--- config.mk ---
export PLATFORM = sky130hd
export DESIGN_NAME = seq_generator
export DESIGN_NICKNAME = d
export VERILOG_FILES = /design/src/rtl/seq_generator.sv
export SDC_FILE = /design/constraint.sdc
export NUM_CORES = 1
export LEC_CHECK = 0
export BUFFER_PORTS_ARGS = -buffer_cell sky130_fd_sc_hd__buf_4
export CORE_AREA = 2 2 50 52
export DETAILED_ROUTE_END_ITERATION = 10
export DIE_AREA = 0 0 52 54
export PLACE_DENSITY = 0.56
export SLEW_MARGIN = 15
export SYNTH_ARGS = -nofsm -noshare
export SYNTH_HDL_FRONTEND = slang
export SYNTH_SLANG_ARGS = --single-unit
--- constraint.sdc ---
create_clock -name clk -period 2.05 [get_ports clk]
set_input_delay 0.1025 -clock clk [delete_from_list [all_inputs] [get_ports clk]]
set_output_delay 0.1025 -clock clk [all_outputs]
set_load 0.02 [all_outputs]
--- src/rtl/seq_generator.sv ---
// Serial pattern burst generator: sends PATTERN MSB-first `reps` times with GAP idle cycles between.
// Optional macro SEQ_GEN_PARITY_EN appends an XOR parity bit after each repetition.
module seq_generator #(
  parameter int               PAT_W   = 4,
  parameter logic [PAT_W-1:0] PATTERN = 4'b1011,
  parameter int               GAP     = 2,
  parameter int               CNT_W   = 4
) (
  input  logic             clk,
  input  logic             rst,
  input  logic             start,
  input  logic [CNT_W-1:0] reps,
  output logic             Out,
  output logic             valid,
  output logic             busy,
  output logic             done
);

  localparam int               IDX_W    = (PAT_W > 1) ? $clog2(PAT_W) : 1;
  localparam logic [IDX_W-1:0] IDX_LAST = IDX_W'(PAT_W - 1);
  localparam logic [3:0]       GAP_LAST = 4'((GAP > 0) ? GAP - 1 : 0);

  typedef enum logic [2:0] {
    S_IDLE,
    S_SEND,
    S_GAP,
    S_DONE
`ifdef SEQ_GEN_PARITY_EN
    , S_PARITY
`endif
  } state_e;

  state_e           state_q, state_d;
  logic [IDX_W-1:0] bit_q, bit_d, bit_nx;
  logic [3:0]       gap_q, gap_d;
  logic [CNT_W-1:0] rem_q, rem_d;
  logic             out_q, out_d;
  logic             valid_q, valid_d;
  logic             busy_q, busy_d;
  logic             done_q, done_d;
  logic             load_rep, rep_end;

  assign bit_nx = bit_q - 1'b1;

  // rem_q holds the repetitions still owed after the current one, so reps=0 and reps=1 both load 0
  always_comb begin
    state_d  = state_q;
    bit_d    = bit_q;
    gap_d    = gap_q;
    rem_d    = rem_q;
    out_d    = 1'b0;
    valid_d  = 1'b0;
    busy_d   = 1'b0;
    done_d   = 1'b0;
    load_rep = 1'b0;
    rep_end  = 1'b0;

    case (state_q)
      S_IDLE, S_DONE: begin
        if (start) begin
          rem_d    = (reps == '0) ? '0 : reps - 1'b1;
          load_rep = 1'b1;
        end else begin
          state_d = S_IDLE;
        end
      end
      S_SEND: begin
        if (bit_q != '0) begin
          bit_d   = bit_nx;
          out_d   = PATTERN[bit_nx];
          valid_d = 1'b1;
          busy_d  = 1'b1;
        end else begin
`ifdef SEQ_GEN_PARITY_EN
          state_d = S_PARITY;
          out_d   = ^PATTERN;
          valid_d = 1'b1;
          busy_d  = 1'b1;
`else
          rep_end = 1'b1;
`endif
        end
      end
`ifdef SEQ_GEN_PARITY_EN
      S_PARITY: rep_end = 1'b1;
`endif
      S_GAP: begin
        busy_d = 1'b1;
        if (gap_q == '0) load_rep = 1'b1;
        else             gap_d    = gap_q - 1'b1;
      end
      default: state_d = S_IDLE;
    endcase

    if (rep_end) begin
      if (rem_q != '0) begin
        rem_d = rem_q - 1'b1;
        if (GAP > 0) begin
          state_d = S_GAP;
          gap_d   = GAP_LAST;
          busy_d  = 1'b1;
        end else begin
          load_rep = 1'b1;
        end
      end else begin
        state_d = S_DONE;
        done_d  = 1'b1;
      end
    end

    if (load_rep) begin
      state_d = S_SEND;
      bit_d   = IDX_LAST;
      out_d   = PATTERN[PAT_W-1];
      valid_d = 1'b1;
      busy_d  = 1'b1;
    end
  end

  // ---- stage boundary: control state and registered outputs ----
  always_ff @(posedge clk) begin
    if (rst) begin
      state_q <= S_IDLE;
      out_q   <= 1'b0;
      valid_q <= 1'b0;
      busy_q  <= 1'b0;
      done_q  <= 1'b0;
    end else begin
      state_q <= state_d;
      out_q   <= out_d;
      valid_q <= valid_d;
      busy_q  <= busy_d;
      done_q  <= done_d;
    end
  end

  // Counters are reloaded on every accepted start, so reset leaves them alone
  always_ff @(posedge clk) begin
    bit_q <= bit_d;
    gap_q <= gap_d;
    rem_q <= rem_d;
  end

  assign Out   = out_q;
  assign valid = valid_q;
  assign busy  = busy_q;
  assign done  = done_q;

endmodule

### After elaboration in Yosys (flattened, before gate mapping)

Index checks and enable logic that the tools add are counted.

| word-level totals | value |
|---|---|
| bits of input ports | 7 |
| register bits | 17 |
| output and inout bits | 4 |
| word-level logic and storage cells | 66 |

| operators by class | value |
|---|---|
| muxes and demuxes | 32 |
| bitwise gates (word level) | 1 |
| eq/ne operators | 7 |
| reductions and logical operators | 12 |
| add/sub/neg operators | 4 |
| order comparisons | 1 |

Operator list:

| cell | number |
|---|---|
| 4-bit 2-to-1 mux | 9 |
| 1-bit 2-to-1 mux | 17 |
| 4-bit by 1-bit subtractor with 4-bit output, second input constant | 3 |
| 4-bit logical NOT | 2 |
| 2-bit OR reduction | 4 |
| 3-bit by 2-bit == test with 1-bit output, second input constant | 2 |
| 3-bit 2-to-1 mux | 2 |
| 3-bit case mux with 2 select lines | 1 |
| 2-bit AND reduction | 3 |
| 4-bit inequality test, second input constant | 1 |
| 1-bit case mux with 2 select lines | 2 |
| 4-bit nonzero test | 1 |
| 3-bit by 1-bit == test with 1-bit output, second input constant | 1 |
| 3-bit logical NOT | 1 |
| 2-bit by 3-bit less-than comparator with 1-bit output, second input constant | 1 |
| 3-bit by 1-bit inequality test with 1-bit output, second input constant | 1 |
| 3-bit inequality test, second input constant | 1 |
| 1-bit binary-select mux with 2-bit select | 1 |
| 2-bit by 1-bit inequality test with 1-bit output, second input constant | 1 |
| 2-bit nonzero test | 1 |
| 2-bit by 1-bit subtractor with 2-bit output, second input constant | 1 |
| 1-bit inverter | 1 |

### Logic depth before layout (Yosys ltp)

Gate-level depths: netlist (run 1).

| logic depth | value |
|---|---|
| word-level depth | 6 |
| depth in mapped cells | 7 |
| depth with buffers taken out | 6 |

### Worst setup path after synthesis (run 1)

OpenSTA, ideal clock, no wires.

| timing | value |
|---|---|
| kind | register -> register |
| start | register rem_q[0] |
| end | register rem_q[2] |
| arrival | 1.486 ns |
| data required time | 1.919 ns |
| path buffers | 1 |
| stages on the path, launching flop included | 8 |
| setup time | 0.131 ns |
| clock period less this slack | 1.617 ns |
| path slack | 0.433 ns |
| cells stage by stage | dfxtp_1 -> inv_1 -> ha_1 -> or3b_4 -> nor2b_4 -> buf_6 -> a2111oi_2 -> a211oi_2 |

| on the way | value |
|---|---|
| cells in the longest elaborated chain, start to end | 3 |

RTL lines:

| element | RTL line | text |
|---|---|---|
| start: declaration | 36 | `logic [CNT_W-1:0] rem_q, rem_d;` |
| start signal: assignment | 141 | `rem_q <= rem_d;` |
| 4-bit by 1-bit subtractor with 4-bit output / 4-bit nonzero test (equally long branches) | 97, 96 |  |
| 4-bit 2-to-1 mux (*) | 96 | `if (rem_q != '0) begin` |
| 4-bit 2-to-1 mux (*) | 95 | `if (rep_end) begin` |
| named net rem_d[2] | 36 |  |

Mark *: on every way through the listed nets, which the timed path passes. The rest lies on a longest branch.
A chain may end at the register's enable or synchronous reset.

### Final worst setup path (run 1)

| timing | value |
|---|---|
| start | register rem_q[0] |
| end | register rem_q[3] |

Same word-level chain as after synthesis.

==> impl_metrics.env, run 1 <==
export IMPL_synth_edf_count=0
export IMPL_worst_ep_arrival_time_ns=1.85
export IMPL_postSynthAreaPerCell_um2=8.73
export IMPL_ios=11
export IMPL_cts_resized=0
export IMPL_fin_setup_tns_ns=0
export IMPL_cts_tree="built"
export IMPL_synth_top_family_by_area="simple AND/OR/NAND/NOR gates"
export IMPL_yosys_warnings=0
export IMPL_insertion_delay_ns=0.28
export IMPL_rows=18
export IMPL_syn_inst=97
export IMPL_synthSimpleGateAreaFrac_pct=22.9
export IMPL_setup_viol=0
export IMPL_synthXorXnorAreaFrac_pct=2.07
export IMPL_htreeDepth=1
export IMPL_synth_compound_area_share_pct=18.3
export IMPL_async_reset_ff_share_pct=0
export IMPL_critPathRequiredTime_ns=2.23
export IMPL_status="finished, final reports clean"
export IMPL_slew_viol_final=0
export IMPL_min_path_type="primary input to register"
export IMPL_synth_top_area_share_pct=37.8
export IMPL_antenna_found_initial=0
export IMPL_fmax_mhz=599
export IMPL_rr_worst_depth=6
export IMPL_cp_startpoint="rem_q[0]$_DFF_P_"
export IMPL_ant_nets=0
export IMPL_area_delta_synth_final_pct=16.2
export IMPL_finalClockSkew_ns=0.00604
export IMPL_clk_pin_slew_worst_paths_ns=0.10
export IMPL_critPathCaptureType="register"
export IMPL_irDropWorstVdd_mv=0.445
export IMPL_slew_headroom_pct=80.3
export IMPL_critPathKind="register to register"
export IMPL_cts_root_buffer="clkbuf_4"
export IMPL_grt_pass1_wl_um=2610
export IMPL_p_leak_nw=0.435
export IMPL_dieArea_um2=2810
export IMPL_grt_total_usage_pct=12.6
export IMPL_drt_pass1_iterations=4
export IMPL_fin_crit_sh_pct=81.5
export IMPL_drt_iter0_markers=13
export IMPL_post_synth_top_area_cell="dfxtp_1"
export IMPL_start_util_pct=36.5
export IMPL_grt_max_degree=12
export IMPL_rr_endpoint="rem_q[3]$_DFF_P_"
export IMPL_vias=675
export IMPL_rsz0062_at_grt="false"
export IMPL_worstPathMaxFanout=11
export IMPL_portBuffers=10
export IMPL_coreArea_um2=2320
export IMPL_worst_slew_pin_slew_ns=0.293
export IMPL_syn_num_nets=111
export IMPL_hold_viol_final=0
export IMPL_die_height_um=54
export IMPL_grt_pass1_vias=618
export IMPL_synthDistinctLibCells=28
export IMPL_nNetsFinal=125
export IMPL_clockBufferDepth=2
export IMPL_cts_buffers=3
export IMPL_routed_wl_um=1470
export IMPL_synthTopCellsByArea="dfxtp_1, ha_1, a21oi_1, nand2_1, inv_1"
export IMPL_worst_setup_path_start_kind="register"
export IMPL_cts_sinks=16
export IMPL_crit_end="rem_q[3]$_DFF_P_"
export IMPL_p_per_area_nw_per_um2=932
export IMPL_die_w_um=52
export IMPL_final_layout_size_suffix_gt1_share_pct=18.2
export IMPL_synthAdderAreaFrac_pct=10.3
export IMPL_setup_slack_ns=0.379
export IMPL_reg2reg_from="rem_q[0]$_DFF_P_"
export IMPL_synth_area_um2=847
export IMPL_drt_wirelength_per_cell_um=10.5
export IMPL_finalCriticalPeriod_ns=1.67
export IMPL_drc=0
export IMPL_cts_hold_buffers=0
export IMPL_muxShareOfSynthArea_pct=2.36
export IMPL_reg2reg_setup_slack_ns=0.38
export IMPL_final_util_pct=42.4
export IMPL_antenna_cells=0
export IMPL_grt_overflow_total=0
export IMPL_yosysSeqAreaShare_pct=37.8
export IMPL_vias_per_cell=4.82
export IMPL_cap_viol_max_count=0
export IMPL_ys_flop_type="dfxtp_1"
export IMPL_cts_setup_buffers=0
export IMPL_routabilityCongestion=0.763
export IMPL_ys_seq_elements=16
export IMPL_pre_cts_ws_ns=0.383
export IMPL_dp_hpwl_um=1170
[cell type report]
| class | count | area (um2) |
|---|---|---|
| fillers | 236 | 1340 |
| multi-input cells | 69 | 474 |
| flip-flops and latches | 16 | 320 |
| repair buffers | 10 | 75.1 |
| inverters | 11 | 41.3 |
| well taps | 30 | 37.5 |
| clock buffers | 4 | 36.3 |
[synthesized netlist by cell type, types with 2 or more instances]
master / count
o31ai_1: 2
nand2_1: 12
mux2i_1: 2
nor2_1: 5
a21o_1: 2
o211ai_1: 3
xnor2_1: 2
ha_1: 7
nand2b_1: 2
nor3b_1: 3
a21oi_1: 9
or2_2: 2
dfxtp_1: 16
nor3_1: 6
inv_1: 11
[flip-flops by register name (all words and copies together) (netlist names)]
name	cells
done	1
rem_q	4
bit_q	2
gap_q	4
valid	1
state_q	2
Out	1
busy	1
[how the worst min path moves through the flow]
| stage | from | to | slack (ns) | cells after the start |
|---|---|---|---|---|
| final | rst | Out$_SDFF_PP0_ | 0.02 | 2 |
| after global routing | rst | valid$_SDFF_PP0_ | 0.01 | 2 |
| after CTS | rst | Out$_SDFF_PP0_ | 0.008 | 2 |
| after detailed placement | rst | Out$_SDFF_PP0_ | 0.32 | 2 |
| after global placement | rst | state_q[0]$_SDFFE_PP0P_ | 0.32 | 2 |
| after floorplan | rst | Out$_SDFF_PP0_ | 0.17 | 1 |
[stage by stage]
step	power (mW)	cell area [um2]	cells	hold slack [ns]
after CTS	0.929	985	140	0.00758
after floorplan	0.646	847	97	0.172
after global placement	0.714	948	136	0.318
after global routing	0.992	985	140	0.00991
final	0.918	985	140	0.0188
after detailed placement	0.722	948	136	0.318
[kinds of logic after synthesis]
family	Yosys count
multiplexers	2
flip-flops	16
XOR/XNOR	2
buffers and inverters	12
AO/OA/AOI/OAI	22
adder cells (fa/ha/maj)	7
AND/OR/NAND/NOR	36
[layout by cell type, fill, tap and decap left out, drive strengths merged, types with 3 or more instances in the layout]
cell     n
dfxtp   16
nand2   12
inv     11
buf     10
a21oi    9
ha       7
nor3     6
nor2     5
clkbuf   4
nor3b    3
o211ai   3
[where the power goes]
part	total (mW)	internal [mW]	switching (mW)
combinational	0.276	0.131	0.145
clock	0.205	0.108	0.0972
sequential	0.437	0.386	0.0513
[critical path, cell delays in order, from the launching register on]
cell	delay [ns]
dfxtp_1	0.38
inv_1	0.08
ha_1	0.19
or3b_4	0.23
nor2b_4	0.29
mux2i_1	0.12
a211o_1	0.29
[metal layers]
layer | GRT usage (%) | share of wire [%]
met1 | 15.9 | 49
met2 | 20.9 | 46
met3 | 1.67 | 3.7
met4 | 7.02 | 0.89
met5 | 0 | 0
Power figures use the tool's default switching activity.
==> inputs of run 2 (changes only) <==
PLACE_DENSITY = 0.58   (was 0.56)
clock period = 1.5 ns   (was 2.05 ns; I/O delays follow)
==> run 2 against run 1 <==
Effect of this change: the run now ends with negative setup slack left; critical path depth is the same; clock-buffer cell count shrank 1; utilization grew 9.3 points; flip-flop and latch count is the same; clock skew shrank 0.0041 ns; sequential share of layout area shrank 5.7 points; global-route usage grew 2.4 points; first-iteration DRC count shrank 62%; design area grew 22%; critical path type unchanged.
==> impl_metrics.env, run 2 (synthesized netlist as in run 1, its figures left out) <==
export IMPL_grt_max_degree=9
export IMPL_drt_iter0_markers=5
export IMPL_ant_nets=0
export IMPL_htreeDepth=1
export IMPL_cts_root_buffer="clkbuf_4"
export IMPL_cap_viol_max_count=0
export IMPL_finalClockSkew_ns=0.00192
export IMPL_place_inst=147
export IMPL_drt_pass1_iterations=4
export IMPL_use_met3_pct=3.33
export IMPL_p_leak_nw=0.523
export IMPL_drc=0
export IMPL_vias=757
export IMPL_critPathKind="register to register"
export IMPL_holdWs_ns=0.171
export IMPL_worst_setup_path_start_kind="register"
export IMPL_nNetsFinal=143
export IMPL_switching_share_pct=33.4
export IMPL_pwr_share_comb_pct=39.9
export IMPL_pre_cts_ws_ns=-0.0740
export IMPL_power_switching_uw=462
export IMPL_worst_ep_arrival_time_ns=1.73
export IMPL_antenna_cells=0
export IMPL_slew_headroom_pct=76.6
export IMPL_critPathRequiredTime_ns=1.68
export IMPL_slew_viol_final=0
export IMPL_layout_common_cells="buf_4, dfxtp_1, inv_1, nand2_1, a21oi_1"
export IMPL_final_layout_size_suffix_gt1_share_pct=40.9
export IMPL_die_height_um=54
export IMPL_design_area_um2=1200
export IMPL_grt_pass1_vias=748
export IMPL_path_buf_inv=1
export IMPL_reg_top3="gap_q: 4 flops, rem_q: 4 flops"
export IMPL_fin_setup_tns_ns=-0.0845
export IMPL_setup_slack_ns=-0.0489
export IMPL_portBuffers=10
export IMPL_status="complete, but fails checks"
export IMPL_area_delta_synth_final_pct=41.8
export IMPL_power_internal_uw=919
export IMPL_slowest_stage="or3b_4"
export IMPL_dpl_cell_area_um2=1050
export IMPL_die_w_um=52
export IMPL_vias_per_cell=4.82
export IMPL_drt_wirelength_per_cell_um=10.8
export IMPL_power_share_clock_pct=16.2
export IMPL_slowest_delay_ns=0.38
export IMPL_n_fill_cell=228
export IMPL_clk_pin_slew_worst_paths_ns=0.09
export IMPL_violations="negative setup slack"
export IMPL_routabilityCongestion=0.816
export IMPL_rr_worst_depth=6
export IMPL_fmax_mhz=646
export IMPL_fin_crit_sh_pct=103
export IMPL_finalCriticalPeriod_ns=1.55
export IMPL_met2_usage_pct=26.4
export IMPL_dieArea_um2=2810
export IMPL_critPathCaptureType="register"
export IMPL_p_per_area_nw_per_um2=1150
export IMPL_path_cells="inv_2 -> ha_4 -> or3b_4 -> nor2b_4 -> mux2i_1 -> a211o_1"
export IMPL_fin_cells=157
export IMPL_dp_hpwl_um=1300
export IMPL_worst_slew_pin_slew_ns=0.350
export IMPL_cp_top_family="simple AND/OR/NAND/NOR gates"
export IMPL_rows=18
export IMPL_cts_sinks=16
export IMPL_rsz0062_at_grt="true"
export IMPL_routed_wl_um=1700
export IMPL_hold_viol_final=0
export IMPL_cts_buffers=3
export IMPL_layout_commonest_cell="buf_4"
export IMPL_setup_viol=2
export IMPL_coreArea_um2=2320
export IMPL_grt_total_usage_pct=15.0
export IMPL_critical_path_cell_count=6
export IMPL_cts_tree="built"
export IMPL_worstPathMaxFanout=7
export IMPL_met1_usage_pct=17.1
export IMPL_grt_pass1_wl_um=3070
export IMPL_ios=11
export IMPL_busiest_layer="met2"
export IMPL_start_util_pct=36.5
export IMPL_clockBufferDepth=2
export IMPL_min_path_type="primary input to register"
export IMPL_seqPwrFrac_pct=43.8
export IMPL_grt_overflow_total=0
export IMPL_irDropWorstVdd_mv=0.720
export IMPL_antenna_found_initial=0
export IMPL_insertion_delay_ns=0.28
export IMPL_min_path_cells=4
[run 2: routing by layer]
metal / vias to the layer above / routed length (um)
met2: 12 / 835
met1: 343 / 780
met5: - / 0
li1: 400 / -
met3: 2 / 66
met4: 0 / 12
[run 2: area by class of cell]
class	count	area [um2]	share of cell area, %
clock buffer	3	22.5	1.88
inverter	11	41.3	3.44
multi-input combinational	69	553	46.0
sequential	16	323	26.9
tap	30	37.5	3.13
timing repair buffer	28	224	18.6
[run 2: timing repair]
item                                    4_1_cts  5_1_grt
buffers inserted                              5        1
hold buffers                                  1        0
endpoints found under the hold margin         6        0
pin swaps                                     3        1
endpoints found under the setup margin        4       12
resized for setup                             6       13
[run 2: tightest hold or removal path: stages]
cell	delay, ns
buf_4	0.10
nand2_2	0.09
o31ai_4	0.07
a221oi_1	0.07
[run 2: power by group through the flow]
stage | registers (mW) | clock network, mW | logic, mW
2_1_floorplan | 0.608 | 0 | 0.285
3_3_place_gp | 0.598 | 0 | 0.451
3_5_place_dp | 0.605 | 0 | 0.463
4_1_cts | 0.597 | 0.237 | 0.518
5_1_grt | 0.615 | 0.251 | 0.640
6_report | 0.606 | 0.224 | 0.552
[run 2: worst paths after layout]
path	start	to	slack (ns)
setup / recovery	rem_q[1]$_DFF_P_	rem_q[3]$_DFF_P_	-0.05
hold / removal	start	state_q[1]$_SDFFE_PP0P_	0.17
setup reg to reg	rem_q[1]$_DFF_P_	rem_q[3]$_DFF_P_	-0.05
hold reg to reg	gap_q[1]$_DFF_P_	gap_q[1]$_DFF_P_	0.48
[run 2: stage by stage]
| stage | total power, mW | utilization, % |
|---|---|---|
| final | 1.38 | 51.8 |
| after global routing | 1.51 | 51.8 |
| after CTS | 1.35 | 49.2 |
| after detailed placement | 1.07 | 45.3 |
| after global placement | 1.05 | 45.3 |
| after floorplan | 0.893 | - |
==> inputs of run 3 (changes only) <==
CAP_MARGIN = 20   (was default)
PLACE_DENSITY = default   (was 0.58)
==> run 3 against run 2 <==
Effect of this change: the run still ends with negative setup slack left; flip-flop and latch count is the same; sequential power is essentially flat; sequential share of layout area grew 1.0 points; clock-buffer cell count grew 1; critical path type unchanged.
==> impl_metrics.env, run 3 (synthesized netlist as in run 1, its figures left out) <==
export IMPL_status="complete, but fails checks"
export IMPL_violations="negative setup slack"
export IMPL_cts_tree="built"
export IMPL_p_per_area_nw_per_um2=1200
export IMPL_dieArea_um2=2810
export IMPL_drt_iter0_markers=2
export IMPL_critPathCaptureType="register"
export IMPL_grt_pass1_wl_um=2800
export IMPL_rr_endpoint="rem_q[3]$_DFF_P_"
export IMPL_htreeDepth=1
export IMPL_clk_pin_slew_worst_paths_ns=0.09
export IMPL_hold_path_end="rem_q[2]$_DFF_P_"
export IMPL_antenna_found_initial=0
export IMPL_worst_slew_pin_slew_ns=0.342
export IMPL_setup_slack_ns=-0.0298
export IMPL_routed_wl_um=1690
export IMPL_cts_buffers=3
export IMPL_slew_viol_final=0
export IMPL_vias_per_cell=4.86
export IMPL_layout_commonest_cell="buf_4"
export IMPL_slew_headroom_pct=77.1
export IMPL_drt_pass1_iterations=4
export IMPL_reg2reg_setup_slack_ns=-0.03
export IMPL_finalClockSkew_ns=0.0104
export IMPL_finalCriticalPeriod_ns=1.53
export IMPL_min_path_cells=3
export IMPL_grt_max_degree=10
export IMPL_critPathKind="register to register"
export IMPL_min_path_type="primary input to register"
export IMPL_grt_total_usage_pct=14.1
export IMPL_reg_top3="gap_q: 4 flops, rem_q: 4 flops"
export IMPL_nNetsFinal=139
export IMPL_insertion_delay_ns=0.30
export IMPL_final_layout_size_suffix_gt1_share_pct=37.9
export IMPL_worst_ep_arrival_time_ns=1.72
export IMPL_n_fill_cell=220
export IMPL_drc=0
export IMPL_routabilityCongestion=0.833
export IMPL_worst_setup_path_start_kind="register"
export IMPL_grt_overflow_total=0
export IMPL_worstPathMaxFanout=7
export IMPL_layout_common_cells="buf_4, dfxtp_1, nand2_1"
export IMPL_antenna_cells=0
export IMPL_clockBufferDepth=2
export IMPL_rr_worst_depth=6
export IMPL_grt_pass1_vias=666
export IMPL_design_area_um2=1160
export IMPL_dpl_cell_area_um2=1040
export IMPL_fin_crit_sh_pct=102
export IMPL_fmax_mhz=654
export IMPL_irDropWorstVdd_mv=0.760
export IMPL_p_leak_nw=0.510
export IMPL_die_w_um=52
export IMPL_rows=18
export IMPL_cts_sinks=16
export IMPL_pre_cts_ws_ns=-0.0779
export IMPL_die_height_um=54
export IMPL_coreArea_um2=2320
export IMPL_power_mw=1.39
export IMPL_portBuffers=10
export IMPL_rsz0062_at_grt="true"
export IMPL_final_util_pct=50.1
export IMPL_hold_viol_final=0
export IMPL_cts_root_buffer="clkbuf_4"
export IMPL_critPathRequiredTime_ns=1.69
export IMPL_setup_viol=1
export IMPL_ant_nets=0
export IMPL_dp_hpwl_um=1230
export IMPL_reg2reg_from="rem_q[0]$_DFF_P_"
export IMPL_ios=11
export IMPL_vias=749
export IMPL_start_util_pct=36.5
export IMPL_drt_wirelength_per_cell_um=11.0
export IMPL_fin_setup_tns_ns=-0.0298
export IMPL_min_delay_start="reps[2]"
export IMPL_area_delta_synth_final_pct=37.2
export IMPL_cap_viol_max_count=0
[run 3: per-layer routing]
metal / track usage, % / part of all wire [%]
met5: 0 / 0
met1: 17.2 / 45
met3: 3.33 / 5.0
met2: 22.8 / 48
met4: 7.89 / 2.4
[run 3: area by class of cell]
| type | count | area [um2] | share of cell area [%] |
|---|---|---|---|
| clock buffer | 4 | 36.3 | 3.12 |
| inverter | 11 | 41.3 | 3.55 |
| timing repair buffer | 24 | 190 | 16.4 |
| sequential | 16 | 324 | 27.9 |
| tap | 30 | 37.5 | 3.23 |
| multi-input combinational | 69 | 533 | 45.9 |
[run 3: worst max-delay path, cell delays in order, from the launching register on]
cell and delay (ns):
dfxtp_2 0.33, inv_2 0.05, ha_1 0.12, or3b_4 0.38
nor2b_4 0.17, mux2i_1 0.12, a211o_1 0.25
[run 3: per-stage QoR]
step / std cells / hold WS [ns]
4_1_cts: 154 / 0.187
3_3_place_gp: 146 / 0.291
6_report: 154 / 0.187
2_1_floorplan: 97 / 0.144
5_1_grt: 154 / 0.181
3_5_place_dp: 146 / 0.294
[run 3: repair_timing]
| action | CTS | global route |
|---|---|---|
| setup buffers | 3 | 0 |
| cloned | 0 | 0 |
| gates resized for setup | 4 | 11 |
| pin swaps | 2 | 1 |
| hold endpoints to repair | 6 | 0 |
| endpoints found under the setup margin | 5 | 11 |
| hold buffers | 1 | 0 |
[run 3: worst max-delay path by stage]
| stage | slack, ns | end | from |
|---|---|---|---|
| after global routing | -0.10 | rem_q[3]$_DFF_P_ | rem_q[0]$_DFF_P_ |
| after CTS | -0.04 | rem_q[2]$_DFF_P_ | rem_q[1]$_DFF_P_ |
| after detailed placement | -0.08 | rem_q[3]$_DFF_P_ | rem_q[1]$_DFF_P_ |
| final | -0.03 | rem_q[3]$_DFF_P_ | rem_q[0]$_DFF_P_ |
| after global placement | -0.04 | rem_q[3]$_DFF_P_ | rem_q[1]$_DFF_P_ |
| after floorplan | -0.005 | rem_q[2]$_DFF_P_ | rem_q[0]$_DFF_P_ |
[run 3: where the power goes]
part           total, mW  internal (mW)  leakage [nW]  switching (mW)
combinational      0.492          0.258         0.356           0.233
sequential         0.603          0.531         0.133          0.0725
clock              0.296          0.148        0.0210           0.148
total               1.39          0.937         0.510           0.454
